===== src/rtl/branch_resolve_unit_if.sv =====
// Branch resolution bus between the ID stage and the branch resolve unit.
// The master drives the branch request and forwarding sources; the slave returns stall/result/statistics.
interface branch_resolve_unit_if #(
   parameter int unsigned WIDTH = 32,
   parameter int unsigned OFF_W = 16,
   parameter int unsigned CNT_W = 16
);
   logic             br_valid;
   logic [2:0]       br_op;
   logic             opnd_ready;
   logic             kill;
   logic [WIDTH-1:0] rs_data;
   logic [WIDTH-1:0] rt_data;
   logic [1:0]       forwardAD;
   logic [1:0]       forwardBD;
   logic [WIDTH-1:0] alu_result_exmem;
   logic [WIDTH-1:0] data_out;
   logic [WIDTH-1:0] data_towrite_memwb;
   logic [WIDTH-1:0] pc_plus4;
   logic [OFF_W-1:0] offset;
   logic             stall_id;
   logic             res_valid;
   logic             branchtaken;
   logic             flush_if;
   logic [WIDTH-1:0] target_pc;
   logic             wait_timeout;
   logic [CNT_W-1:0] resolved_cnt;
   logic [CNT_W-1:0] taken_cnt;

   modport master (
      output br_valid, br_op, opnd_ready, kill, rs_data, rt_data, forwardAD, forwardBD,
             alu_result_exmem, data_out, data_towrite_memwb, pc_plus4, offset,
      input  stall_id, res_valid, branchtaken, flush_if, target_pc, wait_timeout,
             resolved_cnt, taken_cnt
   );

   modport slave (
      input  br_valid, br_op, opnd_ready, kill, rs_data, rt_data, forwardAD, forwardBD,
             alu_result_exmem, data_out, data_towrite_memwb, pc_plus4, offset,
      output stall_id, res_valid, branchtaken, flush_if, target_pc, wait_timeout,
             resolved_cnt, taken_cnt
   );
endinterface


===== src/rtl/branch_resolve_unit.sv =====
// ID-stage branch resolution: forwarded operand select, full MIPS condition set,
// operand-wait stall with timeout flag, one-cycle registered result and statistics counters.
module branch_resolve_unit #(
   parameter int unsigned WIDTH    = 32,
   parameter int unsigned OFF_W    = 16,
   parameter int unsigned CNT_W    = 16,
   parameter int unsigned MAX_WAIT = 3
) (
   input  logic                 clk,
   input  logic                 rst,
   branch_resolve_unit_if.slave bus
);
   localparam int unsigned WC_RAW = $clog2(MAX_WAIT + 1);
   localparam int unsigned WC_W   = (WC_RAW < 1) ? 1 : WC_RAW;

   typedef enum logic {IDLE, WAIT} state_t;

   state_t            state_q, state_d;
   logic [WC_W-1:0]   wait_cnt_q, wait_cnt_d;
   logic [WIDTH-1:0]  opnd_a, opnd_b, off_sext, target_c;
   logic              taken_c, eval_c, stall_c, set_timeout_c;
   logic              res_valid_q, taken_q, timeout_q;
   logic [WIDTH-1:0]  target_q;
   logic [CNT_W-1:0]  resolved_q, taken_cnt_q;

   // Forwarding muxes for the two comparison operands
   always_comb begin
      case (bus.forwardAD)
         2'b00:   opnd_a = bus.rs_data;
         2'b01:   opnd_a = bus.alu_result_exmem;
         2'b10:   opnd_a = bus.data_out;
         default: opnd_a = bus.data_towrite_memwb;
      endcase
      case (bus.forwardBD)
         2'b00:   opnd_b = bus.rt_data;
         2'b01:   opnd_b = bus.alu_result_exmem;
         2'b10:   opnd_b = bus.data_out;
         default: opnd_b = bus.data_towrite_memwb;
      endcase
   end

   // Branch condition; zero-compare ops look only at operand a
   always_comb begin
      taken_c = 1'b0;
      case (bus.br_op)
         3'b000:  taken_c = (opnd_a == opnd_b);
         3'b001:  taken_c = (opnd_a != opnd_b);
         3'b010:  taken_c = opnd_a[WIDTH-1] | (opnd_a == '0);
         3'b011:  taken_c = ~opnd_a[WIDTH-1] & (opnd_a != '0);
         3'b100:  taken_c = opnd_a[WIDTH-1];
         3'b101:  taken_c = ~opnd_a[WIDTH-1];
         default: taken_c = 1'b0;
      endcase
   end

   assign off_sext = WIDTH'($signed(bus.offset));
   assign target_c = bus.pc_plus4 + (off_sext << 2);

   // Next-state: kill overrides everything, WAIT evaluates as soon as operands arrive
   always_comb begin
      state_d       = state_q;
      wait_cnt_d    = wait_cnt_q;
      eval_c        = 1'b0;
      stall_c       = 1'b0;
      set_timeout_c = 1'b0;
      if (bus.kill) begin
         state_d    = IDLE;
         wait_cnt_d = '0;
      end else begin
         case (state_q)
            IDLE: begin
               if (bus.br_valid) begin
                  if (bus.opnd_ready) begin
                     eval_c = 1'b1;
                  end else begin
                     state_d       = WAIT;
                     wait_cnt_d    = WC_W'(1);
                     stall_c       = 1'b1;
                     set_timeout_c = (WC_W'(1) == WC_W'(MAX_WAIT));
                  end
               end
            end
            WAIT: begin
               if (bus.opnd_ready) begin
                  eval_c     = 1'b1;
                  state_d    = IDLE;
                  wait_cnt_d = '0;
               end else begin
                  stall_c = 1'b1;
                  if (wait_cnt_q < WC_W'(MAX_WAIT)) begin
                     wait_cnt_d    = wait_cnt_q + WC_W'(1);
                     set_timeout_c = (wait_cnt_d == WC_W'(MAX_WAIT));
                  end
               end
            end
            default: state_d = IDLE;
         endcase
      end
   end

   always_ff @(posedge clk or posedge rst) begin
      if (rst) begin
         state_q     <= IDLE;
         wait_cnt_q  <= '0;
         res_valid_q <= 1'b0;
         taken_q     <= 1'b0;
         target_q    <= '0;
         timeout_q   <= 1'b0;
         resolved_q  <= '0;
         taken_cnt_q <= '0;
      end else begin
         state_q     <= state_d;
         wait_cnt_q  <= wait_cnt_d;
         res_valid_q <= eval_c;
         taken_q     <= eval_c & taken_c;
         if (eval_c) begin
            target_q   <= target_c;
            resolved_q <= resolved_q + CNT_W'(1);
            if (taken_c) taken_cnt_q <= taken_cnt_q + CNT_W'(1);
         end
         if (set_timeout_c) timeout_q <= 1'b1;
      end
   end

   // Stall is the only combinational output; forced low while reset is held
   assign bus.stall_id     = stall_c & ~rst;
   assign bus.res_valid    = res_valid_q;
   assign bus.branchtaken  = taken_q;
   assign bus.flush_if     = res_valid_q & taken_q;
   assign bus.target_pc    = target_q;
   assign bus.wait_timeout = timeout_q;
   assign bus.resolved_cnt = resolved_q;
   assign bus.taken_cnt    = taken_cnt_q;
endmodule


===== src/flat_wrapper.sv =====
// flat-port wrapper written by rule: the top's interface ports become plain ports
module branch_resolve_unit_flat 
#(
   parameter int unsigned WIDTH    = 32,
   parameter int unsigned OFF_W    = 16,
   parameter int unsigned CNT_W    = 16,
   parameter int unsigned MAX_WAIT = 3
)
  (clk, rst, bus_br_valid, bus_br_op, bus_opnd_ready, bus_kill, bus_rs_data, bus_rt_data, bus_forwardAD, bus_forwardBD, bus_alu_result_exmem, bus_data_out, bus_data_towrite_memwb, bus_pc_plus4, bus_offset, bus_stall_id, bus_res_valid, bus_branchtaken, bus_flush_if, bus_target_pc, bus_wait_timeout, bus_resolved_cnt, bus_taken_cnt);
  branch_resolve_unit_if #(.WIDTH(WIDTH), .OFF_W(OFF_W), .CNT_W(CNT_W)) bus_i ();
  input  logic clk;
  input  logic rst;
  input wire logic [$bits(bus_i.br_valid)-1:0] bus_br_valid;
  input wire logic [$bits(bus_i.br_op)-1:0] bus_br_op;
  input wire logic [$bits(bus_i.opnd_ready)-1:0] bus_opnd_ready;
  input wire logic [$bits(bus_i.kill)-1:0] bus_kill;
  input wire logic [$bits(bus_i.rs_data)-1:0] bus_rs_data;
  input wire logic [$bits(bus_i.rt_data)-1:0] bus_rt_data;
  input wire logic [$bits(bus_i.forwardAD)-1:0] bus_forwardAD;
  input wire logic [$bits(bus_i.forwardBD)-1:0] bus_forwardBD;
  input wire logic [$bits(bus_i.alu_result_exmem)-1:0] bus_alu_result_exmem;
  input wire logic [$bits(bus_i.data_out)-1:0] bus_data_out;
  input wire logic [$bits(bus_i.data_towrite_memwb)-1:0] bus_data_towrite_memwb;
  input wire logic [$bits(bus_i.pc_plus4)-1:0] bus_pc_plus4;
  input wire logic [$bits(bus_i.offset)-1:0] bus_offset;
  output wire logic [$bits(bus_i.stall_id)-1:0] bus_stall_id;
  output wire logic [$bits(bus_i.res_valid)-1:0] bus_res_valid;
  output wire logic [$bits(bus_i.branchtaken)-1:0] bus_branchtaken;
  output wire logic [$bits(bus_i.flush_if)-1:0] bus_flush_if;
  output wire logic [$bits(bus_i.target_pc)-1:0] bus_target_pc;
  output wire logic [$bits(bus_i.wait_timeout)-1:0] bus_wait_timeout;
  output wire logic [$bits(bus_i.resolved_cnt)-1:0] bus_resolved_cnt;
  output wire logic [$bits(bus_i.taken_cnt)-1:0] bus_taken_cnt;
  assign bus_i.br_valid = bus_br_valid;
  assign bus_i.br_op = bus_br_op;
  assign bus_i.opnd_ready = bus_opnd_ready;
  assign bus_i.kill = bus_kill;
  assign bus_i.rs_data = bus_rs_data;
  assign bus_i.rt_data = bus_rt_data;
  assign bus_i.forwardAD = bus_forwardAD;
  assign bus_i.forwardBD = bus_forwardBD;
  assign bus_i.alu_result_exmem = bus_alu_result_exmem;
  assign bus_i.data_out = bus_data_out;
  assign bus_i.data_towrite_memwb = bus_data_towrite_memwb;
  assign bus_i.pc_plus4 = bus_pc_plus4;
  assign bus_i.offset = bus_offset;
  assign bus_stall_id = bus_i.stall_id;
  assign bus_res_valid = bus_i.res_valid;
  assign bus_branchtaken = bus_i.branchtaken;
  assign bus_flush_if = bus_i.flush_if;
  assign bus_target_pc = bus_i.target_pc;
  assign bus_wait_timeout = bus_i.wait_timeout;
  assign bus_resolved_cnt = bus_i.resolved_cnt;
  assign bus_taken_cnt = bus_i.taken_cnt;
  branch_resolve_unit #(.WIDTH(WIDTH), .OFF_W(OFF_W), .CNT_W(CNT_W), .MAX_WAIT(MAX_WAIT)) u_core (.clk(clk), .rst(rst), .bus(bus_i));
endmodule

===== config.mk =====
export PLATFORM = sky130hd
export DESIGN_NAME = branch_resolve_unit_flat
export DESIGN_NICKNAME = d
export VERILOG_FILES = /design/src/rtl/branch_resolve_unit_if.sv /design/src/rtl/branch_resolve_unit.sv /design/src/flat_wrapper.sv
export SDC_FILE = /design/constraint.sdc
export NUM_CORES = 1
export LEC_CHECK = 0
export CORE_AREA = 3 3 170 89
export CTS_CLUSTER_SIZE = 16
export DETAILED_ROUTE_END_ITERATION = 6
export DIE_AREA = 0 0 173 92
export GPL_TIMING_DRIVEN = 0
export PLACE_DENSITY_LB_ADDON = 0.15
export SYNTH_ARGS = -nofsm -noshare
export SYNTH_HDL_FRONTEND = slang
export SYNTH_SLANG_ARGS = --single-unit

===== constraint.sdc =====
create_clock -name clk -period 4.76 [get_ports clk]
set_input_delay 1.428 -clock clk [delete_from_list [all_inputs] [get_ports clk]]
set_output_delay 1.428 -clock clk [all_outputs]
set_load 0.01 [all_outputs]

==> summary.json, run 1 <==
{
  "cts_buffers": {"value": 9},
  "route.vias.total": {"value": 6183},
  "drt_drc_violations_left": {"value": 0},
  "crit_required": {"value": 4970, "unit": "ps"},
  "post_synth_instance_area": {"value": 6280, "unit": "um2"},
  "synth-main-ff-cell": {"value": "sky130_fd_sc_hd__dfrtp_1"},
  "synth_enable_flop_cells": {"value": 0},
  "post_drt_wl_per_cell": {"value": 18.8, "unit": "um"},
  "worst_hold_startpoint": {"value": "u_core.bus.wait_timeout"},
  "floorplan.io_pins": {"value": 289},
  "rsz0062_at_grt": {"value": "no"},
  "worst_r2r_path_depth": {"value": 9},
  "worstHoldEndpoint": {"value": "u_core.bus.wait_timeout"},
  "power_frac_comb": {"value": 40.3, "unit": "%"},
  "rr_startpoint": {"value": "u_core.state_q"},
  "grt.total_usage": {"value": 25.8, "unit": "%"},
  "worstPathArrival": {"value": 4780, "unit": "ps"},
  "power-per-cell-area": {"value": 262, "unit": "nW/um2"},
  "yosys_warnings": {"value": 0},
  "drt_pre_antenna_iters": {"value": 4},
  "critPathCaptureType": {"value": "flop"},
  "start_util": {"value": 46.2, "unit": "%"},
  "syn-instance-count": {"value": 609},
  "timing.final.setup_violations": {"value": 0},
  "post_cts.repair.setup_buffers": {"value": 0},
  "share_of_synthesized_flip_flops_with_an_asynchronous_set_or_reset": {"value": 100, "unit": "%"},
  "tritoncts": {"value": "done"},
  "final.min_clock_period": {"value": 4570, "unit": "ps"},
  "met3WireLength": {"value": 1.35, "unit": "mm"},
  "worst_setup_hold_path_clk_slew": {"value": 60, "unit": "ps"},
  "crit_fanout": {"value": 10},
  "drtIter0Drc": {"value": 281},
  "regToRegSetupSlack": {"value": 2120, "unit": "ps"},
  "clock-sinks": {"value": 70},
  "die_width": {"value": 173, "unit": "um"},
  "syn-num-nets": {"value": 863},
  "drive_above_1_share": {"value": 11.4, "unit": "%"},
  "finalClockSkew": {"value": 6.20, "unit": "ps"},
  "fmax": {"value": 0.219, "unit": "GHz"},
  "clk_path_buf_depth": {"value": 2},
  "crit_chain": {"value": "clkdlybuf4s50_1 > buf_2 > mux4_2 > xor2_1 > nor4_1 > nand4_1 > o31ai_2 > xnor2_1 > o21ai_2 > nand2_2 > mux2_1"},
  "hold_path_class": {"value": "flop to flop"},
  "relSlewSlack": {"value": 42.8, "unit": "%"},
  "critical_path.max_stage_delay": {"value": 570, "unit": "ps"},
  "p_clk_share": {"value": 28.9, "unit": "%"},
  "crit_path_start_kind": {"value": "input pin"},
  "route.layer.met1.wl": {"value": 7.61, "unit": "mm"},
  "cellLeakagePower": {"value": 3.94, "unit": "nW"},
  "postPlaceCellArea": {"value": 9370, "unit": "um2"},
  "synth.area.top_cells": {"value": "sky130_fd_sc_hd__dfrtp_1 28%, sky130_fd_sc_hd__mux4_2 23%, sky130_fd_sc_hd__ha_1 6.6%, sky130_fd_sc_hd__xor2_1 6.6%, sky130_fd_sc_hd__xnor2_1 5.4%"},
  "syn_area_per_cell": {"value": 10.3, "unit": "um2"},
  "antenna_found_initial": {"value": 1},
  "design_power_total": {"value": 2.55, "unit": "mW"},
  "p_switching": {"value": 0.796, "unit": "mW"},
  "total_met2_wirelength_after_detailed_routing": {"value": 11.1, "unit": "mm"},
  "die_h": {"value": 92, "unit": "um"},
  "synth.distinct_cells": {"value": 54},
  "routabilityCongestion": {"value": 0.904},
  "routed_wirelength": {"value": 20.7, "unit": "mm"},
  "cap_viol_max_count": {"value": 0},
  "topRoutingLayerUsed": {"value": "met5"},
  "power.internal": {"value": 1.75, "unit": "mW"},
  "antenna-diode-count": {"value": 0},
  "peakVddDrop": {"value": 0.000165, "unit": "V"},
  "sequentialPowerShare": {"value": 30.7, "unit": "%"},
  "ys_seq_area_share": {"value": 27.9, "unit": "%"},
  "clock_insertion_delay_worst_skew": {"value": 330, "unit": "ps"},
  "postLayoutCellArea": {"value": 9710, "unit": "um2"},
  "area_growth_from_synthesis_to_layout": {"value": 54.7, "unit": "%"},
  "slew_viol_final": {"value": 0},
  "timing.final.hold_violations": {"value": 0},
  "holdBufCountCts": {"value": 0},
  "regToRegEndpoint": {"value": "u_core.bus.taken_cnt[15]"},
  "run_status": {"value": "finished clean"},
  "whs_path_depth": {"value": 1},
  "criticalPathCategory": {"value": "input pin to flop"},
  "synthDominantAreaCellType": {"value": "sky130_fd_sc_hd__dfrtp_1"},
  "largest_net_degree_at_the_start_of_global_routing": {"value": 71},
  "power.switching_fraction": {"value": 31.3, "unit": "%"},
  "floorplan.core_area": {"value": 13600, "unit": "um2"},
  "die_area": {"value": 15900, "unit": "um2"},
  "portBuffers": {"value": 285},
  "critical_path.slowest_cell": {"value": "sky130_fd_sc_hd__clkdlybuf4s50_1"},
  "via_count_of_the_first_global_routing_pass": {"value": 6659},
  "depth_of_the_cts_h_tree": {"value": 3},
  "finish.net_count": {"value": 1159},
  "cts_root_buffer": {"value": "sky130_fd_sc_hd__clkbuf_16"},
  "grt_remaining_overflow": {"value": 0},
  "antenna_left": {"value": 0},
  "yosys_register_bits": {"value": 70},
  "final.setup.tns": {"value": 0, "unit": "ps"},
  "viasPerCell": {"value": 5.61},
  "std_cell_rows": {"value": 30},
  "grt_first_pass_wirelength": {"value": 32.7, "unit": "mm"},
  "detailed_place_hpwl": {"value": 17.4, "unit": "mm"},
  "tightestPinTransition": {"value": 859, "unit": "ps"},
  "synth_largest_type_area_fraction": {"value": 27.9, "unit": "%"},
  "final_min_period_over_clock_period": {"value": 96.0, "unit": "%"}
}
## power groups by stage
stage               clock (mW)  combinational (mW)  sequential [mW]
CTS                      0.745                1.04            0.783
detailed placement           0                1.03            0.791
floorplan                    0               0.470            0.822
finish                   0.737                1.03            0.783
global route             0.772                1.12            0.796
global placement             0                1.01            0.787
## how the worst max path moves through the flow
| stage | start | end | slack, ps | cells after the start |
|---|---|---|---|---|
| floorplan | bus_forwardBD[0] | u_core.bus.taken_cnt[1] | 790 | 11 |
| global placement | bus_forwardAD[1] | u_core.bus.taken_cnt[1] | -360 | 11 |
| detailed placement | bus_forwardAD[1] | u_core.bus.taken_cnt[1] | -430 | 11 |
| CTS | bus_forwardBD[1] | u_core.bus.taken_cnt[1] | 40 | 11 |
| global route | bus_forwardAD[1] | u_core.bus.taken_cnt[1] | 20 | 11 |
| finish | bus_forwardAD[1] | u_core.bus.taken_cnt[1] | 190 | 11 |
## synthesized netlist by cell type (2+ instances only)
library cell	number
sky130_fd_sc_hd__a211oi_1	5
sky130_fd_sc_hd__xnor2_1	39
sky130_fd_sc_hd__nor3_1	14
sky130_fd_sc_hd__ha_1	33
sky130_fd_sc_hd__and2_1	3
sky130_fd_sc_hd__nand4_1	16
sky130_fd_sc_hd__o21bai_1	4
sky130_fd_sc_hd__a31oi_1	6
sky130_fd_sc_hd__nor2_1	26
sky130_fd_sc_hd__nand2_1	61
sky130_fd_sc_hd__o21ai_0	41
sky130_fd_sc_hd__nand3_1	20
sky130_fd_sc_hd__and3_1	7
sky130_fd_sc_hd__o311ai_0	3
sky130_fd_sc_hd__a21o_1	12
sky130_fd_sc_hd__a21oi_1	24
sky130_fd_sc_hd__o21a_1	8
sky130_fd_sc_hd__o31ai_1	4
sky130_fd_sc_hd__nand2b_1	2
sky130_fd_sc_hd__mux4_2	64
sky130_fd_sc_hd__clkbuf_1	14
sky130_fd_sc_hd__buf_6	5
sky130_fd_sc_hd__dfrtp_1	70
sky130_fd_sc_hd__o211ai_1	3
sky130_fd_sc_hd__buf_1	5
sky130_fd_sc_hd__xor2_1	47
sky130_fd_sc_hd__nor4_1	18
sky130_fd_sc_hd__buf_2	3
sky130_fd_sc_hd__inv_1	27
## layout make-up
class                           count  area (um2)
Tap cell                          192         240
Buffer                             28         158
Clock inverter                      7         105
Timing Repair Buffer              285        2850
Sequential cell                    70        1750
Fill cell                        1071        3880
Inverter                           27         104
Clock buffer                        9         225
Multi-Input combinational cell    484        4270
## metrics by stage
| stage | setup WS, ps | utilization [%] | hold slack (ps) | instances |
|---|---|---|---|---|
| 2_1_floorplan | 793 | - | 504 | 609 |
| 3_3_place_gp | -356 | 69.0 | 455 | 1086 |
| 3_5_place_dp | -433 | 69.0 | 459 | 1086 |
| 4_1_cts | 36.0 | 71.4 | 473 | 1102 |
| 5_1_grt | 17.6 | 71.5 | 482 | 1102 |
| 6_report | 188 | 71.5 | 468 | 1102 |
## worst max-delay path, delay by kind of cell
| kind | cells | cell delay [ps] |
|---|---|---|
| AND/OR/NAND/NOR | 3 | 800 |
| XOR/XNOR | 2 | 290 |
| buffers and inverters | 2 | 890 |
| multiplexers | 2 | 730 |
| AO/OA/AOI/OAI | 2 | 620 |
## flip-flops by register name (all words and copies together), names as in the netlist
name	count
u_core.bus.res_valid	1
u_core.bus.branchtaken	1
u_core.state_q	1
u_core.bus.wait_timeout	1
u_core.wait_cnt_q	2
u_core.bus.resolved_cnt	16
u_core.bus.taken_cnt	16
u_core.bus.target_pc	32
## repair_timing
action,CTS,global route
pin swaps,0,0
gates resized for setup,3,5
endpoints found under the setup margin,11,16
## placed cells by master, fill, tap and decap left out, types with 6 or more instances in the layout
cell type and count:
sky130_fd_sc_hd__nand3_1 20, sky130_fd_sc_hd__ha_1 33, sky130_fd_sc_hd__nand4_1 16, sky130_fd_sc_hd__a21oi_1 24, sky130_fd_sc_hd__clkbuf_16 9, sky130_fd_sc_hd__clkbuf_1 11
sky130_fd_sc_hd__o21ai_0 41, sky130_fd_sc_hd__nor4_1 18, sky130_fd_sc_hd__dfrtp_1 70, sky130_fd_sc_hd__inv_1 26, sky130_fd_sc_hd__a31oi_1 6, sky130_fd_sc_hd__a21o_1 12
sky130_fd_sc_hd__xor2_1 47, sky130_fd_sc_hd__clkdlybuf4s50_1 285, sky130_fd_sc_hd__nand2_1 61, sky130_fd_sc_hd__nor2_1 26, sky130_fd_sc_hd__nor3_1 14, sky130_fd_sc_hd__xnor2_1 39
sky130_fd_sc_hd__o21a_1 8, sky130_fd_sc_hd__and3_1 7, sky130_fd_sc_hd__mux4_2 64
## layer usage
layer,global-route usage (%),vias to the layer above
li1,-,2893
met1,27.7,3020
met2,49.4,217
met3,6.74,51
met4,9.30,2
met5,0,-
## cell families (layout without fill, tap and decap cells)
family	after synthesis	in the layout	synth area share, %
flip-flops	70	70	27.9
buffers and inverters	55	356	4.01
XOR/XNOR	86	86	12.0
multiplexers	67	67	23.5
AO/OA/AOI/OAI	123	123	12.4
AND/OR/NAND/NOR	174	174	13.3
adder cells (fa/ha/maj)	34	34	6.90
Power figures use the tool's default switching activity.
==> run 2, diff against run 1 <==
Settings changed: CTS_CLUSTER_DIAMETER set to 40.
==> results of run 2 <==
Final layout, timing and power as in run 1 (identical DEF).
